[src/rtl/regfile_pkg.sv]
// Shared types and helpers for the register-file writeback arbiter.
//  - wb_state_t : arbiter FSM state (zeroing sweep, then arbitration)
//  - rf_wr_t    : one register-file write (address + data) at the default 32 x 32 geometry
//  - idx_width  : index width for a count, never below one bit
package regfile_pkg;

  localparam int unsigned DefRegCount = 32;
  localparam int unsigned DefRegWidth = 32;
  localparam int unsigned DefAw       = 5;

  typedef enum logic {
    WB_INIT,
    WB_RUN
  } wb_state_t;

  typedef struct packed {
    logic [DefAw-1:0]       addr;
    logic [DefRegWidth-1:0] data;
  } rf_wr_t;

  function automatic int unsigned idx_width(input int unsigned n);
    return (n > 1) ? $clog2(n) : 1;
  endfunction

endpackage

[src/rtl/rr_arbiter.sv]
// Combinational round-robin arbiter.
// Scans requesters starting at ptr_i, wrapping modulo N, and grants the first valid one.
//  valid_i : per-requester request
//  ptr_i   : highest-priority requester this cycle (must be < N)
//  grant_o : one-hot grant, all zero when no request
//  idx_o   : index of the granted requester (0 when none)
//  any_o   : at least one request is present
module rr_arbiter #(
  parameter int unsigned  N  = 3,
  localparam int unsigned PW = (N > 1) ? $clog2(N) : 1
) (
  input  logic [N-1:0]  valid_i,
  input  logic [PW-1:0] ptr_i,
  output logic [N-1:0]  grant_o,
  output logic [PW-1:0] idx_o,
  output logic          any_o
);

  always_comb begin
    int unsigned   cand;
    logic [PW-1:0] cand_idx;
    grant_o  = '0;
    idx_o    = '0;
    any_o    = 1'b0;
    cand     = 0;
    cand_idx = '0;
    for (int unsigned k = 0; k < N; k++) begin
      cand     = (32'(ptr_i) + k) % N;
      cand_idx = PW'(cand);
      if (!any_o && valid_i[cand_idx]) begin
        any_o             = 1'b1;
        grant_o[cand_idx] = 1'b1;
        idx_o             = cand_idx;
      end
    end
  end

endmodule

[src/rtl/regfile_wb_arbiter.sv]
// Round-robin owner of the register file's single write port.
// After reset it zeroes every register (one write per cycle), then arbitrates NUM_REQ
// writeback requesters with valid/ready handshakes. All rf_* outputs are registered; the
// file commits them on the following negedge.
//  clk_i / reset_ni : clock, asynchronous active-low reset
//  req_valid_i      : requester holds a write
//  req_ready_o      : requester's write is accepted this cycle (one-hot or zero)
//  req_addr_i       : per-requester destination register
//  req_data_i       : per-requester write data
//  rf_address_o     : register file address_3
//  rf_wr_data_o     : register file wr_data
//  rf_wr_en_o       : register file wr_en
//  init_done_o      : zeroing sweep finished
module regfile_wb_arbiter
  import regfile_pkg::*;
#(
  parameter int unsigned  NUM_REQ     = 3,
  parameter int unsigned  REG_COUNT   = 32,
  parameter int unsigned  REG_WIDTH   = 32,
  parameter bit           ZERO_REG_RO = 1'b1,
  localparam int unsigned AW          = idx_width(REG_COUNT)
) (
  input  logic                               clk_i,
  input  logic                               reset_ni,
  input  logic [NUM_REQ-1:0]                 req_valid_i,
  output logic [NUM_REQ-1:0]                 req_ready_o,
  input  logic [NUM_REQ-1:0][AW-1:0]         req_addr_i,
  input  logic [NUM_REQ-1:0][REG_WIDTH-1:0]  req_data_i,
  output logic [AW-1:0]                      rf_address_o,
  output logic [REG_WIDTH-1:0]               rf_wr_data_o,
  output logic                               rf_wr_en_o,
  output logic                               init_done_o
);

  localparam int unsigned   PW      = idx_width(NUM_REQ);
  localparam logic [AW-1:0] LastCnt = AW'(REG_COUNT - 1);
  localparam logic [PW-1:0] LastReq = PW'(NUM_REQ - 1);

  wb_state_t            state_q, state_d;
  logic [AW-1:0]        cnt_q, cnt_d;
  logic [PW-1:0]        ptr_q, ptr_d;
  logic [AW-1:0]        addr_q, addr_d;
  logic [REG_WIDTH-1:0] data_q, data_d;
  logic                 en_q, en_d;
  logic                 done_q, done_d;

  logic [NUM_REQ-1:0]   grant;
  logic [PW-1:0]        grant_idx;
  logic                 grant_any;
  logic                 run;

  rr_arbiter #(
    .N (NUM_REQ)
  ) u_rr_arbiter (
    .valid_i (req_valid_i),
    .ptr_i   (ptr_q),
    .grant_o (grant),
    .idx_o   (grant_idx),
    .any_o   (grant_any)
  );

  assign run         = (state_q == WB_RUN);
  assign req_ready_o = run ? grant : '0;

  always_comb begin
    state_d = state_q;
    cnt_d   = cnt_q;
    ptr_d   = ptr_q;
    addr_d  = addr_q;
    data_d  = data_q;
    en_d    = 1'b0;
    // Raised one cycle after the final sweep write is on the port.
    done_d  = done_q | run;
    unique case (state_q)
      WB_INIT: begin
        en_d   = 1'b1;
        addr_d = cnt_q;
        data_d = '0;
        cnt_d  = cnt_q + AW'(1);
        if (cnt_q == LastCnt) begin
          state_d = WB_RUN;
          cnt_d   = '0;
        end
      end
      WB_RUN: begin
        if (grant_any) begin
          addr_d = req_addr_i[grant_idx];
          data_d = req_data_i[grant_idx];
          // Writes to r0 still handshake so the requester is released, but never commit.
          en_d   = !(ZERO_REG_RO && (req_addr_i[grant_idx] == '0));
          ptr_d  = (grant_idx == LastReq) ? '0 : grant_idx + PW'(1);
        end
      end
    endcase
  end

  always_ff @(posedge clk_i or negedge reset_ni) begin
    if (!reset_ni) begin
      state_q <= WB_INIT;
      cnt_q   <= '0;
      ptr_q   <= '0;
      addr_q  <= '0;
      data_q  <= '0;
      en_q    <= 1'b0;
      done_q  <= 1'b0;
    end else begin
      state_q <= state_d;
      cnt_q   <= cnt_d;
      ptr_q   <= ptr_d;
      addr_q  <= addr_d;
      data_q  <= data_d;
      en_q    <= en_d;
      done_q  <= done_d;
    end
  end

  assign rf_address_o = addr_q;
  assign rf_wr_data_o = data_q;
  assign rf_wr_en_o   = en_q;
  assign init_done_o  = done_q;

endmodule
[config.mk]
export PLATFORM = sky130hd
export DESIGN_NAME = regfile_wb_arbiter
export DESIGN_NICKNAME = d
export VERILOG_FILES = /design/src/rtl/regfile_pkg.sv /design/src/rtl/rr_arbiter.sv /design/src/rtl/regfile_wb_arbiter.sv
export SDC_FILE = /design/constraint.sdc
export NUM_CORES = 1
export LEC_CHECK = 0
export BUFFER_PORTS_ARGS = -buffer_cell sky130_fd_sc_hd__buf_2
export CAP_MARGIN = 40
export CORE_UTILIZATION = 50
export CTS_BUF_LIST = sky130_fd_sc_hd__clkbuf_8
export CTS_CLUSTER_SIZE = 8
export DETAILED_ROUTE_END_ITERATION = 7
export PLACE_DENSITY_LB_ADDON = 0.15
export SYNTH_ARGS = -nofsm -noshare
export SYNTH_HDL_FRONTEND = slang
export SYNTH_SLANG_ARGS = --single-unit
[constraint.sdc]
create_clock -name clk_i -period 7.95 [get_ports clk_i]
set_input_delay 1.59 -clock clk_i [delete_from_list [all_inputs] [get_ports clk_i]]
set_output_delay 1.59 -clock clk_i [all_outputs]
set_load 0.1 [all_outputs]
==> results of run 1 <==
[Yosys cell counts, drive strengths merged]
library cell   n  area, um^2
nand3b         3       22.52
nor3           5       25.02
dfrtp         47        1176
ha             6       75.07
clkbuf        13       48.80
a31oi          2       12.51
o31ai          1       7.510
buf            8       46.29
o41ai          1       8.760
nor2          10       40.04
nor3b          1       7.510
nor2b          6       37.54
a311oi         1       8.760
a21boi         3       22.52
a221oi         5       43.79
o22ai          2       12.51
or3            2       12.51
o2bb2ai        1       8.760
o41a           1       11.26
a211oi         1       7.510
nand2         43       161.4
nand3          2       10.01
a21oi          3       15.01
a22o          32       280.3
or2            3       18.77
o211ai         1       7.510
nand2b         5       33.78
o311ai         3       43.80
o21ai         41       209.0
mux2i         36       364.1
inv            6       22.52
and2           1       6.260
mux2           3       33.78
and3           1       6.260
o211a          1       10.01
o21a           4       30.03
[area by class of cell]
class	count	area, um^2	area share [%]
Clock buffer	5	68.82	1.781
Clock inverter	3	46.29	1.198
Inverter	6	22.52	0.5829
Multi-Input combinational cell	230	1604	41.52
Sequential cell	47	1176	30.44
Tap cell	72	90.09	2.332
Timing Repair Buffer	163	855.8	22.15
[logic make-up after synthesis]
logic type / Yosys count
buf+inv: 27
flops: 47
compound gates: 103
mux: 39
fa+ha+maj: 6
simple gates: 82
[flip-flops by register name, indices dropped and copies added, names as in the netlist]
| signal | cells |
|---|---|
| cnt_q | 5 |
| init_done_o | 1 |
| ptr_q | 2 |
| rf_address_o | 5 |
| rf_wr_data_o | 32 |
| rf_wr_en_o | 1 |
| run | 1 |
[how the worst max path moves through the flow]
stage | from | to | slack, ps | cells after the start
5_1_grt | req_valid_i[1] | req_ready_o[2] | 3120 | 6
4_1_cts | req_valid_i[1] | req_ready_o[2] | 3300 | 6
2_1_floorplan | req_valid_i[0] | req_ready_o[1] | 1880 | 6
6_report | req_valid_i[1] | req_ready_o[2] | 3280 | 6
3_5_place_dp | req_valid_i[1] | req_ready_o[2] | 3310 | 6
3_3_place_gp | req_valid_i[0] | req_ready_o[1] | 3330 | 8
[worst max-delay path: stages]
cell and delay, ps:
sky130_fd_sc_hd__buf_2 140, sky130_fd_sc_hd__mux2i_1 270, sky130_fd_sc_hd__mux2_2 210, sky130_fd_sc_hd__a21boi_0 190
sky130_fd_sc_hd__nor3_1 220, sky130_fd_sc_hd__buf_2 450
[cell usage in the layout (no fill, tap or decap), types with 6 or more instances in the layout]
cell type	count
sky130_fd_sc_hd__nor2_1	7
sky130_fd_sc_hd__inv_1	6
sky130_fd_sc_hd__ha_1	6
sky130_fd_sc_hd__mux2i_1	35
sky130_fd_sc_hd__dfrtp_1	47
sky130_fd_sc_hd__nor2b_1	6
sky130_fd_sc_hd__a22o_1	32
sky130_fd_sc_hd__o21ai_0	39
sky130_fd_sc_hd__nand2_1	43
sky130_fd_sc_hd__buf_2	157
[metrics by stage]
step,worst slack (ps),std cells,instance area (um^2),hold WS [ps],utilization (%)
finish,3278,526,3864,468.1,69.74
global route,3122,526,3864,492.4,69.74
CTS,3301,526,3864,475.5,69.74
detailed placement,3309,518,3749,451.8,67.66
global placement,3331,516,3709,448.8,66.94
floorplan,1883,304,2888,473.2,-
[layer usage]
metal | GRT usage, % | share of wire, % | vias to the layer above | wire [um]
met1 | 30.61 | 43 | 1343 | 3176
met2 | 44.87 | 51 | 109 | 3804
met5 | 0 | 0 | - | 0
met4 | 6.852 | 1.1 | 0 | 79
li1 | - | - | 1415 | -
met3 | 3.765 | 4.8 | 8 | 357
==> flow_summary_export.csv, run 1 <==
group,metric,value,unit
cts,tritoncts,"yes",
min_path,hold-path-endpoint,"init_done_o$_DFF_PN0_",
global_route,grt_usage,24.84,%
finish,final.fill_count,450,
yosys,synth.yosys.seq_area_share,40.73,%
finish,layout-area-overhead-vs-synth,33.80,%
cts,clk_latency,300,ps
run,maxCapViolCount,0,
timing,tightest_slew,630.0,ps
cts,htreeDepth,2,
worst_setup_path,critPathArrivalTime,3080,ps
worst_setup_path,reg2reg_depth,9,
global_route,number_of_global_route_vias_before_repair,2672,
timing,maxSlewHeadroom,58.00,%
timing,min_period_over_period,58.76,%
worst_setup_path,regToRegStartpoint,"ptr_q[0]$_DFFE_PN0P_",
timing,clock-skew-final,12.32,ps
yosys,synth-seq-cells,47,
timing,finalSetupViolations,0,
die,die-area,0.006083,mm^2
yosys,synth_fp_nets,426,
min_path,holdCritPathClass,"flop to flop",
worst_setup_path,worst_setup_path_start_kind,"input port",
timing,slew_violations,0,
die,number_of_top_level_design_ports,158,
drt,post-route-drc-count,0,
finish,antenna_cells_inserted,0,
yosys,synth-compound-area-share,25.61,%
global_route,overflow,0,
timing,tns,0,ps
timing,report.final.hold_viol_count,0,
cts,cts-root-to-sink-buffers,2,
yosys,synth_top_family_by_area,"compound AO/OA/AOI/OAI gates",
yosys,synth_cell_types,43,
timing,clock_period_minus_worst_slack,4672,ps
yosys,yosys-mux-area-fraction,13.78,%
drt,antenna_violating_nets_post_route,0,
cts,postCtsSetupRepairBufs,0,
outcome,outcome,"finished, final reports clean",
yosys,yosys_warnings,0,
worst_setup_path,timing.rr.end,"rf_wr_en_o$_DFF_PN0_",
yosys,yosys.area_share.adder,2.600,%
yosys,syn-mean-instance-area,9.499,um^2
die,initial_utilization,52.12,%
yosys,synth-simple-area-share,13.21,%
min_path,worst_hold_startpoint,"init_done_o$_DFF_PN0_",
yosys,synth_area,0.002888,mm^2
global_route,initial_antenna_violation_count,0,
worst_setup_path,timing.critical_path.to_type,"output port",
cts,clock_sink_count,47,
yosys,synth-xor-area-share,0,%
global_route,grt_pass1_wl,11980,um
cts,clock_pin_slew_worst_setup_and_hold_paths,90,ps
die,floorplan.die.width,78.00,um
drt,dr.pass1.iters,4,
worst_setup_path,worst-path-max-fanout,6,
worst_setup_path,critical_path_class,"input port to output port",
drt,route.vias.total,2875,
worst_setup_path,worst-endpoint-required,6360,ps
cts,cts_buffers,5,
timing,grt_setup_unrepaired,"no",
global_route,grt_start_max_net_pins,45,
drt,detail_route.wl_per_cell,14.10,um
placed_design,place.port_buffers,157,
timing,max_clock_freq,214.1,MHz
worst_setup_path,worst-r2r-setup-slack,4700,ps
drt,detail_route.wirelength,7417,um
placed_design,place_congestion,0.9060,
die,placeableCoreArea,0.005540,mm^2
cts,clock_tree.root_cell,"sky130_fd_sc_hd__clkbuf_8",
min_path,worst_hold_path.num_cells,1,
placed_design,half_perimeter_wire_length_of_the_detailed_placement_result,5704,um
die,placementRows,27,
finish,drive_gt1_share,40.53,%
die,chipHeight,78.00,um
drt,drt_first_iter_violations,103,
cts,ctsResizeCount,0,
finish,design.final.nets,575,
cts,cts-hold-fix-buffers,0,
drt,vias_per_cell,5.466,
yosys,syn-instance-count,304,
Power of run 1 is not shown: default switching activity piles up to over one toggle a cycle in this logic, so the estimate is an artifact.
==> run 2, diff against run 1 <==
--- a/config.mk
+++ b/config.mk
@@ -5,9 +5,10 @@
 export SDC_FILE = /design/constraint.sdc
 export NUM_CORES = 1
 export LEC_CHECK = 0
+export ABC_AREA = 1
 export BUFFER_PORTS_ARGS = -buffer_cell sky130_fd_sc_hd__buf_2
 export CAP_MARGIN = 40
-export CORE_UTILIZATION = 50
+export CORE_UTILIZATION = 48
 export CTS_BUF_LIST = sky130_fd_sc_hd__clkbuf_8
 export CTS_CLUSTER_SIZE = 8
 export DETAILED_ROUTE_END_ITERATION = 7
==> constraint.sdc (replaced) <==
create_clock -name clk_i -period 4.7 [get_ports clk_i]
set_input_delay 0.94 -clock clk_i [delete_from_list [all_inputs] [get_ports clk_i]]
set_output_delay 0.94 -clock clk_i [all_outputs]
set_load 0.1 [all_outputs]
==> flow_summary_export.csv, run 2 <==
group,metric,value,unit
outcome,outcome,"finished, final reports clean",
global_route,overflow,0,
cts,clk_latency,300,ps
die,placementRows,29,
cts,ctsResizeCount,0,
worst_setup_path,critical_path_class,"flop to output port",
die,die-area,0.006849,mm^2
drt,drt_first_iter_violations,119,
yosys,synthArstFlopShare,100.0,%
yosys,synth.area.top_cells,"sky130_fd_sc_hd__dfrtp_1, sky130_fd_sc_hd__nand2_1, sky130_fd_sc_hd__a22o_1",
finish,largest_reg_flops,32,
cts,tritoncts,"yes",
global_route,number_of_global_route_vias_before_repair,2871,
worst_setup_path,critical_path.cell_chain,"inv_1 > ha_1 > inv_2 > nand2_1 > nand3_1 > nand2_1 > nand3_1 > inv_1 > nand2_1 > a21oi_1 > buf_2",
global_route,grt_start_max_net_pins,71,
die,chipHeight,82.76,um
yosys,synth_commonest_cells,"sky130_fd_sc_hd__nand2_1, sky130_fd_sc_hd__inv_1, sky130_fd_sc_hd__dfrtp_1",
drt,detail_route.wl_per_cell,12.38,um
drt,antenna_violating_nets_post_route,0,
yosys,synth.top_cell.area_share,37.57,%
worst_setup_path,critPathBufInv,4,
worst_setup_path,worst_setup_path_start_kind,"flop",
min_path,holdCritPathClass,"flop to flop",
cts,clock_tree.root_cell,"sky130_fd_sc_hd__clkbuf_8",
run,maxCapViolCount,0,
yosys,syn-mean-instance-area,7.019,um^2
timing,final.hold.worst_slack,486.2,ps
finish,design.final.nets,711,
cts,cts_buffers,5,
yosys,syn-instance-count,446,
cts,htreeDepth,2,
global_route,initial_antenna_violation_count,0,
finish,layout.core_utilization,64.03,%
yosys,synth-seq-cells,47,
die,initial_utilization,49.58,%
placed_design,dpl-instance-area,0.003910,mm^2
timing,max_clock_freq,294.2,MHz
placed_design,place_congestion,0.8148,
yosys,synth_fp_nets,568,
yosys,edff_count_synth,0,
yosys,netlist.top_cell.by_area,"sky130_fd_sc_hd__dfrtp_1",
finish,layout.cells.most_common_list,"sky130_fd_sc_hd__buf_2, sky130_fd_sc_hd__nand2_1, sky130_fd_sc_hd__inv_1",
finish,antenna_cells_inserted,0,
timing,min_period_over_period,72.33,%
die,floorplan.die.width,82.76,um
worst_setup_path,worst-path-max-fanout,7,
timing,maxSlewHeadroom,53.23,%
timing,tightest_slew,701.5,ps
cts,clock_pin_slew_worst_setup_and_hold_paths,90,ps
die,placeableCoreArea,0.006314,mm^2
finish,final_common_cell,"sky130_fd_sc_hd__buf_2",
timing,slew_violations,0,
worst_setup_path,cpPeakStageDelay,450,ps
cts,postCtsSetupRepairBufs,0,
cts,clock_sink_count,47,
worst_setup_path,worst-endpoint-required,3760,ps
timing,report.final.hold_viol_count,0,
worst_setup_path,critical_path.top_delay_family,"buffers and inverters",
yosys,synth_ff_type,"sky130_fd_sc_hd__dfrtp_1",
drt,vias_per_cell,5.111,
finish,layout.cell_area.non_filler,0.004043,mm^2
global_route,grt_pass1_wl,12770,um
cts,cts-hold-fix-buffers,0,
yosys,synth.yosys.seq_area_share,37.57,%
yosys,synth_area,0.003131,mm^2
worst_setup_path,worst_path_max_delay_cell,"sky130_fd_sc_hd__buf_2",
worst_setup_path,timing.critical_path.to_type,"output port",
timing,finalSetupViolations,0,
drt,post-route-drc-count,0,
drt,route.vias.total,3409,
finish,final.fill_count,617,
finish,layout-area-overhead-vs-synth,29.14,%
timing,clock-skew-final,11.35,ps
worst_setup_path,critPathArrivalTime,2460,ps
cts,cts-root-to-sink-buffers,2,
global_route,grt_usage,24.20,%
timing,tns,0,ps
placed_design,place.port_buffers,157,
placed_design,half_perimeter_wire_length_of_the_detailed_placement_result,5939,um
drt,detail_route.wirelength,8256,um
finish,drive_gt1_share,31.02,%
yosys,synth_cell_types,29,
timing,clock_period_minus_worst_slack,3399,ps
die,number_of_top_level_design_ports,158,
yosys,yosys.cell_count.top_type,"sky130_fd_sc_hd__nand2_1",
timing,grt_setup_unrepaired,"no",
drt,dr.pass1.iters,4,
worst_setup_path,cp_common_cell,"sky130_fd_sc_hd__nand2_1",
yosys,yosys_warnings,0,
[run 2: stage by stage]
| stage | std cells | setup slack (ps) |
|---|---|---|
| floorplan | 446 | 800.6 |
| CTS | 667 | 1344 |
| finish | 667 | 1301 |
| global route | 667 | 1149 |
| detailed placement | 659 | 1468 |
| global placement | 658 | 1545 |
[run 2: final cells by class]
type	instances	area, um^2	share of cell area (%)
repair buffers	160	828.3	20.49
clock inverters	3	63.81	1.578
clock buffers	5	68.82	1.702
well taps	77	96.34	2.383
multi-input cells	315	1584	39.18
flip-flops and latches	47	1176	29.09
inverters	60	225.2	5.571
[run 2: routing by layer]
metal  vias up  GRT usage, %  routed length [um]
li1       1709             -                   -
met1      1549         29.50                3492
met2       144         43.28                4105
met3         7         5.824                 599
met4         0         4.655                  59
met5         -             0                   0
[run 2: worst paths after layout]
check                                           start                          end  slack (ps)  depth (start not counted)
worst max-delay path             ptr_q[0]$_DFFE_PN0P_               req_ready_o[1]        1300                         11
worst min-delay path            init_done_o$_DFF_PN0_        init_done_o$_DFF_PN0_         490                          1
worst max register to register   ptr_q[0]$_DFFE_PN0P_         ptr_q[0]$_DFFE_PN0P_        1970                         10
worst min register to register  init_done_o$_DFF_PN0_        init_done_o$_DFF_PN0_         490                          1
max in group asynchronous                    reset_ni         cnt_q[1]$_DFFE_PN0N_        3550                          2
min in group asynchronous                    reset_ni  rf_wr_data_o[9]$_DFFE_PN0P_         630                          1
[run 2: kinds of logic (layout without fill, tap and decap cells)]
| group | Yosys count | after routing | synth area share [%] |
|---|---|---|---|
| flops | 47 | 47 | 37.57 |
| fa+ha+maj | 6 | 6 | 2.398 |
| buf+inv | 84 | 228 | 11.83 |
| compound gates | 82 | 82 | 17.59 |
| simple gates | 227 | 227 | 30.62 |
Power of run 2 is left out for the same reason.
